[config.mk]
export PLATFORM = sky130hd
export DESIGN_NAME = multicycle_core
export DESIGN_NICKNAME = d
export VERILOG_FILES = /design/src/rtl/riscv_mc_pkg.sv /design/src/rtl/mc_alu.sv /design/src/rtl/multicycle_core.sv
export SDC_FILE = /design/constraint.sdc
export NUM_CORES = 2
export LEC_CHECK = 0
export CORE_UTILIZATION = 40
export DETAILED_ROUTE_END_ITERATION = 7
export PLACE_DENSITY = 0.62
export SLEW_MARGIN = 30
export SYNTH_ARGS = -nofsm -noshare
export SYNTH_HDL_FRONTEND = slang
export SYNTH_HIERARCHICAL = 1
export SYNTH_SLANG_ARGS = --single-unit
export TNS_END_PERCENT = 5
[constraint.sdc]
create_clock -name clk -period 6.1 [get_ports clk]
set_input_delay 1.22 -clock clk [delete_from_list [all_inputs] [get_ports clk]]
set_output_delay 1.22 -clock clk [all_outputs]
set_load 0.02 [all_outputs]
[src/rtl/riscv_mc_pkg.sv]
// Shared definitions for the multicycle RV32 core:
// opcode/funct constants, FSM states, ALU ops.
package riscv_mc_pkg;

   localparam logic [6:0] OP_R  = 7'b0110011;
   localparam logic [6:0] OP_I  = 7'b0010011;
   localparam logic [6:0] OP_LD = 7'b0000011;
   localparam logic [6:0] OP_ST = 7'b0100011;
   localparam logic [6:0] OP_BR = 7'b1100011;

   localparam logic [2:0] F3_ADD = 3'b000;
   localparam logic [2:0] F3_AND = 3'b111;
   localparam logic [2:0] F3_OR  = 3'b110;
   localparam logic [2:0] F3_W   = 3'b010;
   localparam logic [2:0] F3_BEQ = 3'b000;
   localparam logic [2:0] F3_BNE = 3'b001;

   localparam logic [6:0] F7_BASE = 7'b0000000;
   localparam logic [6:0] F7_SUB  = 7'b0100000;

   typedef enum logic [2:0] {
      FETCH,
      DECODE,
      EXECUTE,
      MEM,
      WB,
      HALT
   } state_e;

   typedef enum logic [1:0] {
      ALU_ADD,
      ALU_SUB,
      ALU_AND,
      ALU_OR
   } alu_op_e;

   typedef enum logic [2:0] {
      CL_ALU,
      CL_LW,
      CL_SW,
      CL_BEQ,
      CL_BNE
   } cls_e;

   function automatic logic [31:0] imm_i(input logic [31:0] ir);
      return {{20{ir[31]}}, ir[31:20]};
   endfunction

   function automatic logic [31:0] imm_s(input logic [31:0] ir);
      return {{20{ir[31]}}, ir[31:25], ir[11:7]};
   endfunction

   function automatic logic [31:0] imm_b(input logic [31:0] ir);
      return {{19{ir[31]}}, ir[31], ir[7],
              ir[30:25], ir[11:8], 1'b0};
   endfunction

endpackage

[src/rtl/mc_alu.sv]
// ALU for the multicycle core: add/sub/and/or
// plus an operand equality flag for branches.
module mc_alu
   import riscv_mc_pkg::*;
(
   input  logic [31:0] a,
   input  logic [31:0] b,
   input  alu_op_e     op,
   output logic [31:0] result,
   output logic        eq
);

   // Select the arithmetic/logic result
   always_comb begin
      result = a + b;
      unique case (op)
         ALU_ADD: result = a + b;
         ALU_SUB: result = a - b;
         ALU_AND: result = a & b;
         ALU_OR:  result = a | b;
      endcase
   end

   assign eq = (a == b);

endmodule

[src/rtl/multicycle_core.sv]
// Multicycle RV32I subset core with a single shared
// memory port and an internal register file.
module multicycle_core
   import riscv_mc_pkg::*;
#(
   parameter logic [31:0] RESET_PC = 32'h0000_0000,
   parameter int          NREG     = 32
) (
   input  logic        clk,
   input  logic        reset,
   output logic        mem_req,
   output logic        mem_we,
   output logic [31:0] mem_addr,
   output logic [31:0] mem_wdata,
   input  logic        mem_ready,
   input  logic [31:0] mem_rdata,
   output logic        retire,
   output logic        trap,
   output logic [31:0] pc_out,
   input  logic [4:0]  dbg_rf_addr,
   output logic [31:0] dbg_rf_data
);

   localparam int AW = $clog2(NREG);

   state_e      state_q, state_d;
   cls_e        cls_q, cls_d;
   alu_op_e     op_q, op_d;
   logic        bsel_q, bsel_d;
   logic [4:0]  rd_q, rd_d;
   logic [31:0] pc_q, pc_d;
   logic [31:0] ir_q, ir_d;
   logic [31:0] a_q, a_d;
   logic [31:0] b_q, b_d;
   logic [31:0] imm_q, imm_d;
   logic [31:0] alu_q, alu_d;
   logic [31:0] mdr_q, mdr_d;

   logic [31:0] rf_q [NREG];
   logic        rf_we;
   logic [31:0] rf_wdata;

   logic [6:0]  opc, f7;
   logic [2:0]  f3;
   logic [4:0]  rs1, rs2, rd;
   cls_e        dec_cls;
   alu_op_e     dec_op;
   logic        dec_bsel, dec_ill;
   logic        use_rs2, use_rd;
   logic [31:0] dec_imm;

   logic [31:0] alu_b, alu_res;
   logic        alu_eq, taken;
   logic [31:0] pc_inc, br_tgt, br_next;

   function automatic logic bad_idx(input logic [4:0] idx);
      return {27'd0, idx} >= NREG;
   endfunction

   function automatic logic [31:0] rf_rd(input logic [4:0] idx);
      if (idx == 5'd0 || bad_idx(idx))
         return '0;
      return rf_q[idx[AW-1:0]];
   endfunction

   assign opc = ir_q[6:0];
   assign f3  = ir_q[14:12];
   assign f7  = ir_q[31:25];
   assign rs1 = ir_q[19:15];
   assign rs2 = ir_q[24:20];
   assign rd  = ir_q[11:7];

   assign dbg_rf_data = rf_rd(dbg_rf_addr);
   assign pc_out      = pc_q;
   assign trap        = (state_q == HALT);

   assign alu_b   = bsel_q ? imm_q : b_q;
   assign pc_inc  = pc_q + 32'd4;
   assign br_tgt  = pc_q + imm_q;
   assign taken   = (cls_q == CL_BEQ) ? alu_eq : !alu_eq;
   assign br_next = taken ? br_tgt : pc_inc;

   mc_alu u_alu (
      .a      (a_q),
      .b      (alu_b),
      .op     (op_q),
      .result (alu_res),
      .eq     (alu_eq)
   );

   // Decode the latched instruction word
   always_comb begin
      dec_cls  = CL_ALU;
      dec_op   = ALU_ADD;
      dec_bsel = 1'b0;
      dec_imm  = imm_i(ir_q);
      dec_ill  = 1'b0;
      use_rs2  = 1'b0;
      use_rd   = 1'b0;
      unique case (opc)
         OP_R: begin
            use_rs2 = 1'b1;
            use_rd  = 1'b1;
            unique case ({f7, f3})
               {F7_BASE, F3_ADD}: dec_op = ALU_ADD;
               {F7_SUB,  F3_ADD}: dec_op = ALU_SUB;
               {F7_BASE, F3_AND}: dec_op = ALU_AND;
               {F7_BASE, F3_OR}:  dec_op = ALU_OR;
               default:           dec_ill = 1'b1;
            endcase
         end
         OP_I: begin
            use_rd   = 1'b1;
            dec_bsel = 1'b1;
            dec_ill  = (f3 != F3_ADD);
         end
         OP_LD: begin
            use_rd   = 1'b1;
            dec_bsel = 1'b1;
            dec_cls  = CL_LW;
            dec_ill  = (f3 != F3_W);
         end
         OP_ST: begin
            use_rs2  = 1'b1;
            dec_bsel = 1'b1;
            dec_cls  = CL_SW;
            dec_imm  = imm_s(ir_q);
            dec_ill  = (f3 != F3_W);
         end
         OP_BR: begin
            use_rs2 = 1'b1;
            dec_imm = imm_b(ir_q);
            if (f3 == F3_BEQ)
               dec_cls = CL_BEQ;
            else if (f3 == F3_BNE)
               dec_cls = CL_BNE;
            else
               dec_ill = 1'b1;
         end
         default: dec_ill = 1'b1;
      endcase
      if (bad_idx(rs1) ||
          (use_rs2 && bad_idx(rs2)) ||
          (use_rd && bad_idx(rd)))
         dec_ill = 1'b1;
   end

   // Next-state, datapath latches and bus outputs
   always_comb begin
      state_d   = state_q;
      cls_d     = cls_q;
      op_d      = op_q;
      bsel_d    = bsel_q;
      rd_d      = rd_q;
      pc_d      = pc_q;
      ir_d      = ir_q;
      a_d       = a_q;
      b_d       = b_q;
      imm_d     = imm_q;
      alu_d     = alu_q;
      mdr_d     = mdr_q;
      mem_req   = 1'b0;
      mem_we    = 1'b0;
      mem_addr  = '0;
      mem_wdata = '0;
      retire    = 1'b0;
      rf_we     = 1'b0;
      rf_wdata  = '0;
      unique case (state_q)
         FETCH: begin
            mem_req  = 1'b1;
            mem_addr = pc_q;
            if (mem_ready) begin
               ir_d    = mem_rdata;
               state_d = DECODE;
            end
         end
         DECODE: begin
            a_d     = rf_rd(rs1);
            b_d     = rf_rd(rs2);
            imm_d   = dec_imm;
            cls_d   = dec_cls;
            op_d    = dec_op;
            bsel_d  = dec_bsel;
            rd_d    = rd;
            state_d = dec_ill ? HALT : EXECUTE;
         end
         EXECUTE: begin
            alu_d = alu_res;
            unique case (cls_q)
               CL_ALU: state_d = WB;
               CL_LW, CL_SW: begin
                  if (alu_res[1:0] != 2'b00)
                     state_d = HALT;
                  else
                     state_d = MEM;
               end
               default: begin
                  if (br_next[1:0] != 2'b00) begin
                     state_d = HALT;
                  end else begin
                     pc_d    = br_next;
                     retire  = 1'b1;
                     state_d = FETCH;
                  end
               end
            endcase
         end
         MEM: begin
            mem_req  = 1'b1;
            mem_addr = alu_q;
            if (cls_q == CL_SW) begin
               mem_we    = 1'b1;
               mem_wdata = b_q;
            end
            if (mem_ready) begin
               if (cls_q == CL_SW) begin
                  pc_d    = pc_inc;
                  retire  = 1'b1;
                  state_d = FETCH;
               end else begin
                  mdr_d   = mem_rdata;
                  state_d = WB;
               end
            end
         end
         WB: begin
            rf_we    = (rd_q != 5'd0);
            rf_wdata = (cls_q == CL_LW) ? mdr_q : alu_q;
            pc_d     = pc_inc;
            retire   = 1'b1;
            state_d  = FETCH;
         end
         HALT: state_d = HALT;
         default: state_d = HALT;
      endcase
      if (reset) begin
         mem_req = 1'b0;
         retire  = 1'b0;
         rf_we   = 1'b0;
      end
   end

   // State, datapath and register file update
   always_ff @(posedge clk) begin
      if (reset) begin
         state_q <= FETCH;
         cls_q   <= CL_ALU;
         op_q    <= ALU_ADD;
         bsel_q  <= 1'b0;
         rd_q    <= '0;
         pc_q    <= RESET_PC;
         ir_q    <= '0;
         a_q     <= '0;
         b_q     <= '0;
         imm_q   <= '0;
         alu_q   <= '0;
         mdr_q   <= '0;
         for (int i = 0; i < NREG; i++)
            rf_q[i] <= '0;
      end else begin
         state_q <= state_d;
         cls_q   <= cls_d;
         op_q    <= op_d;
         bsel_q  <= bsel_d;
         rd_q    <= rd_d;
         pc_q    <= pc_d;
         ir_q    <= ir_d;
         a_q     <= a_d;
         b_q     <= b_d;
         imm_q   <= imm_d;
         alu_q   <= alu_d;
         mdr_q   <= mdr_d;
         if (rf_we)
            rf_q[rd_q[AW-1:0]] <= rf_wdata;
      end
   end

endmodule

==> flow_summary.yaml <==
outcome:
  status: "complete, no violations"
route:
  vias: 57500
  ant_nets: 0
  drc: 0
  vias_per_cell: 6.72
  drt_wl_total_um: 294000
  drt_first_pass_iters: 6
  drtIter0Drc: 9174
  wire_per_inst_um: 34.4
sta:
  setup_viol: 0
  rsz0062_at_grt: "no"
  period_needed_ns: 5.87
  tns_ns: 0
  max_slew_margin_pct: 32.4
  hold_viol: 0
  clock_skew_ns: 0.0476
  drv_slew: 0
  fmax_mhz: 170
  finalCritPeriodShare_pct: 96.2
  worst_pin_slew_ns: 0.986
synth:
  synthDistinctLibCells: 85
  netlist_top_cells_area: "edfxtp_1 40%, mux4_2 29%, nor2_1 6.4%"
  synth_edf_count: 1024
  synth_seq_area_share_pct: 46.4
  synth.avg_cell_area_um2: 12.7
  async_flop_share_pct: 0
  ys.flop_type: "edfxtp_1"
  synth_most_common_cell: "nor2_1"
  syn_inst: 5986
  ys_warn_count: 6
  synth_area_mm2: 0.0762
  synth.top_cell.area_share_pct: 40.3
  ys_ff_latch: 1253
  synth_common_cells: "1294 x nor2_1, 1024 x edfxtp_1, 965 x mux4_2"
  synth_area_leader_cell: "edfxtp_1"
critical_path:
  cp_slowest_stage_delay_ns: 0.57
  critical_path_class: "register to primary output"
  cp_num_buf_inv: 4
  slowest_stage: "or4_1"
  cpLargestDelayFamily: "simple AND/OR/NAND/NOR gates"
  cp.required_ns: 4.88
  critPathCaptureType: "primary output"
  arrival_ns: 4.65
  path_max_fanout: 33
  crit_path_start_kind: "register"
  path_cells: "buf_8 -> o21ai_0 -> inv_1 -> ha_1 -> or4_1 -> nor3_1 -> nand2_1 -> nor3_2 -> buf_4 -> mux2_2 -> a21oi_1 -> nand3_1 -> and2_1 -> nor2_1 -> dlygate4sd2_1"
power_and_ir_drop:
  powerDensity_mw_per_mm2: 258
  p_int_w: 0.0159
  pwr-share-comb_pct: 17.6
  p_leak_nw: 27.5
  ir_drop_uv: 181
  power.switching_w: 0.00625
  power_w: 0.0221
  pwr-share-clk_pct: 37.6
  netSwitchingFraction_pct: 28.2
  power_frac_seq_pct: 44.8
clock_tree:
  clkTransAtPathRegs_ns: 0.06
  cts_buffers: 137
  cts.sinks: 1253
  cts.htree.levels: 4
  cts_root_buf: "clkbuf_16"
  clock_latency_ns: 0.83
  clock_path_buffers: 3
  cts_tree: "built"
  postCtsSetupBuffers: 0
global_route:
  grt_pass1_vias: 55300
  grt_max_degree: 94
  antenna_found_initial: 11
  grt_pass1_wl_um: 414000
  gr-total-overflow: 0
  gr-usage-all-layers_pct: 30.3
finish:
  drive_gt1_share_pct: 25.8
  fin_cells: 8560
  final_nets: 6121
  syn2layout_area_growth_pct: 12.6
  final_cell_area_mm2: 0.0858
job:
  maxCapViolations: 0
placement:
  dp_cells: 8306
  dp_hpwl_um: 189000
  port_buffers: 171
  placed_area_mm2: 0.0814
  gp_congestion: 0.934
die:
  rows: 159
  die_h_um: 438
  die_area_mm2: 0.192
  ioPinCount: 172
  fp.dieW_um: 438
  initial_core_util_pct: 40.4
  core_mm2: 0.189
min_path:
  hold_path_class: "register to register"
==> state kept, by name, indices dropped and copies added (netlist names), 5 cells and up, named ones only <==
name    count
a_q        32
alu_q      32
b_q        32
imm_q      13
ir_q       32
mdr_q      32
pc_out     32
rd_q        5
rf_q     1024
==> kinds of logic (layout without fill, tap and decap cells) <==
logic type,after synthesis,count (layout),synth area share [%]
muxes,1122,1122,30.7
AOI/OAI and AO/OA,715,715,5.83
DFF,1253,1253,46.4
other,1,34,0.00492
xor gates and xnor gates,63,63,0.724
buffers and inverters,726,772,3.64
and+or+nand+nor,1976,1976,10.6
adders and majority gates,130,130,2.16
==> per-layer routing <==
metal,part of all wire [%],track usage [%],routed length (um)
met2,46,47.6,136000
met3,13,9.08,39500
met5,0.023,0,67
met4,6.3,16.6,18600
met1,34,37.4,100000
==> power groups by stage <==
stage | Combinational, W | Sequential, W | Clock, W
after floorplan | 0.00256 | 0.00988 | 0
after global placement | 0.00376 | 0.0101 | 0
after detailed placement | 0.00380 | 0.0101 | 0
after CTS | 0.00381 | 0.00989 | 0.00837
after global routing | 0.00405 | 0.00994 | 0.00867
final | 0.00390 | 0.00991 | 0.00833
==> area by class of cell <==
class                      instances  area, um2
sequential                      1253      35400
inverter                         138        518
fill                           16700     103000
clock buffer                     173       3670
clock inverter                    78        701
multi-input combinational       4038      38500
timing repair buffer             383       3880
tap                             2495       3120
antenna                            2       5.00
==> worst paths after layout <==
check / slack (ns) / endpoint / startpoint / cells past startpoint
worst min-delay path: 0.45 / mdr_q[30] / mdr_q[30] / 2
worst min register to register: 0.45 / mdr_q[30] / mdr_q[30] / 2
worst max-delay path: 0.23 / retire / bsel_q / 15
worst max register to register: 1.36 / pc_out[10] / bsel_q / 18
==> through the flow <==
| step | setup WS, ns | hold slack, ns | utilization (%) |
|---|---|---|---|
| floorplan | 0.355 | 0.433 | - |
| global placement | 0.377 | 0.440 | 43.1 |
| detailed placement | 0.409 | 0.447 | 43.1 |
| CTS | 0.170 | 0.455 | 45.5 |
| global route | 0.000787 | 0.473 | 45.5 |
| finish | 0.234 | 0.454 | 45.5 |
==> cell usage in the layout, fill, tap and decap left out, types with 47 or more instances in the layout <==
master,n
o21ai_0,106
nand2_2,62
edfxtp_1,1024
buf_4,168
mux2i_1,110
nand2_1,327
clkbuf_16,140
inv_1,133
nor2_1,1293
clkdlybuf4s50_1,164
xnor2_1,48
mux4_2,965
dfxtp_1,217
mux2_2,47
a21oi_1,319
ha_1,127
nor3_1,70
==> tightest hold or removal path, cell delays in order (launching register included) <==
cell and delay [ns]:
dfxtp_1 0.31, nand2_1 0.05, a21oi_1 0.05
==> repair_timing <==
item	in CTS	in global routing
pin swaps	0	0
hold buffers	0	0
setup endpoints to repair	1	1
resized for setup	8	2
endpoints found under the hold margin	0	0
No activity file was read; power rests on OpenSTA's default activity.
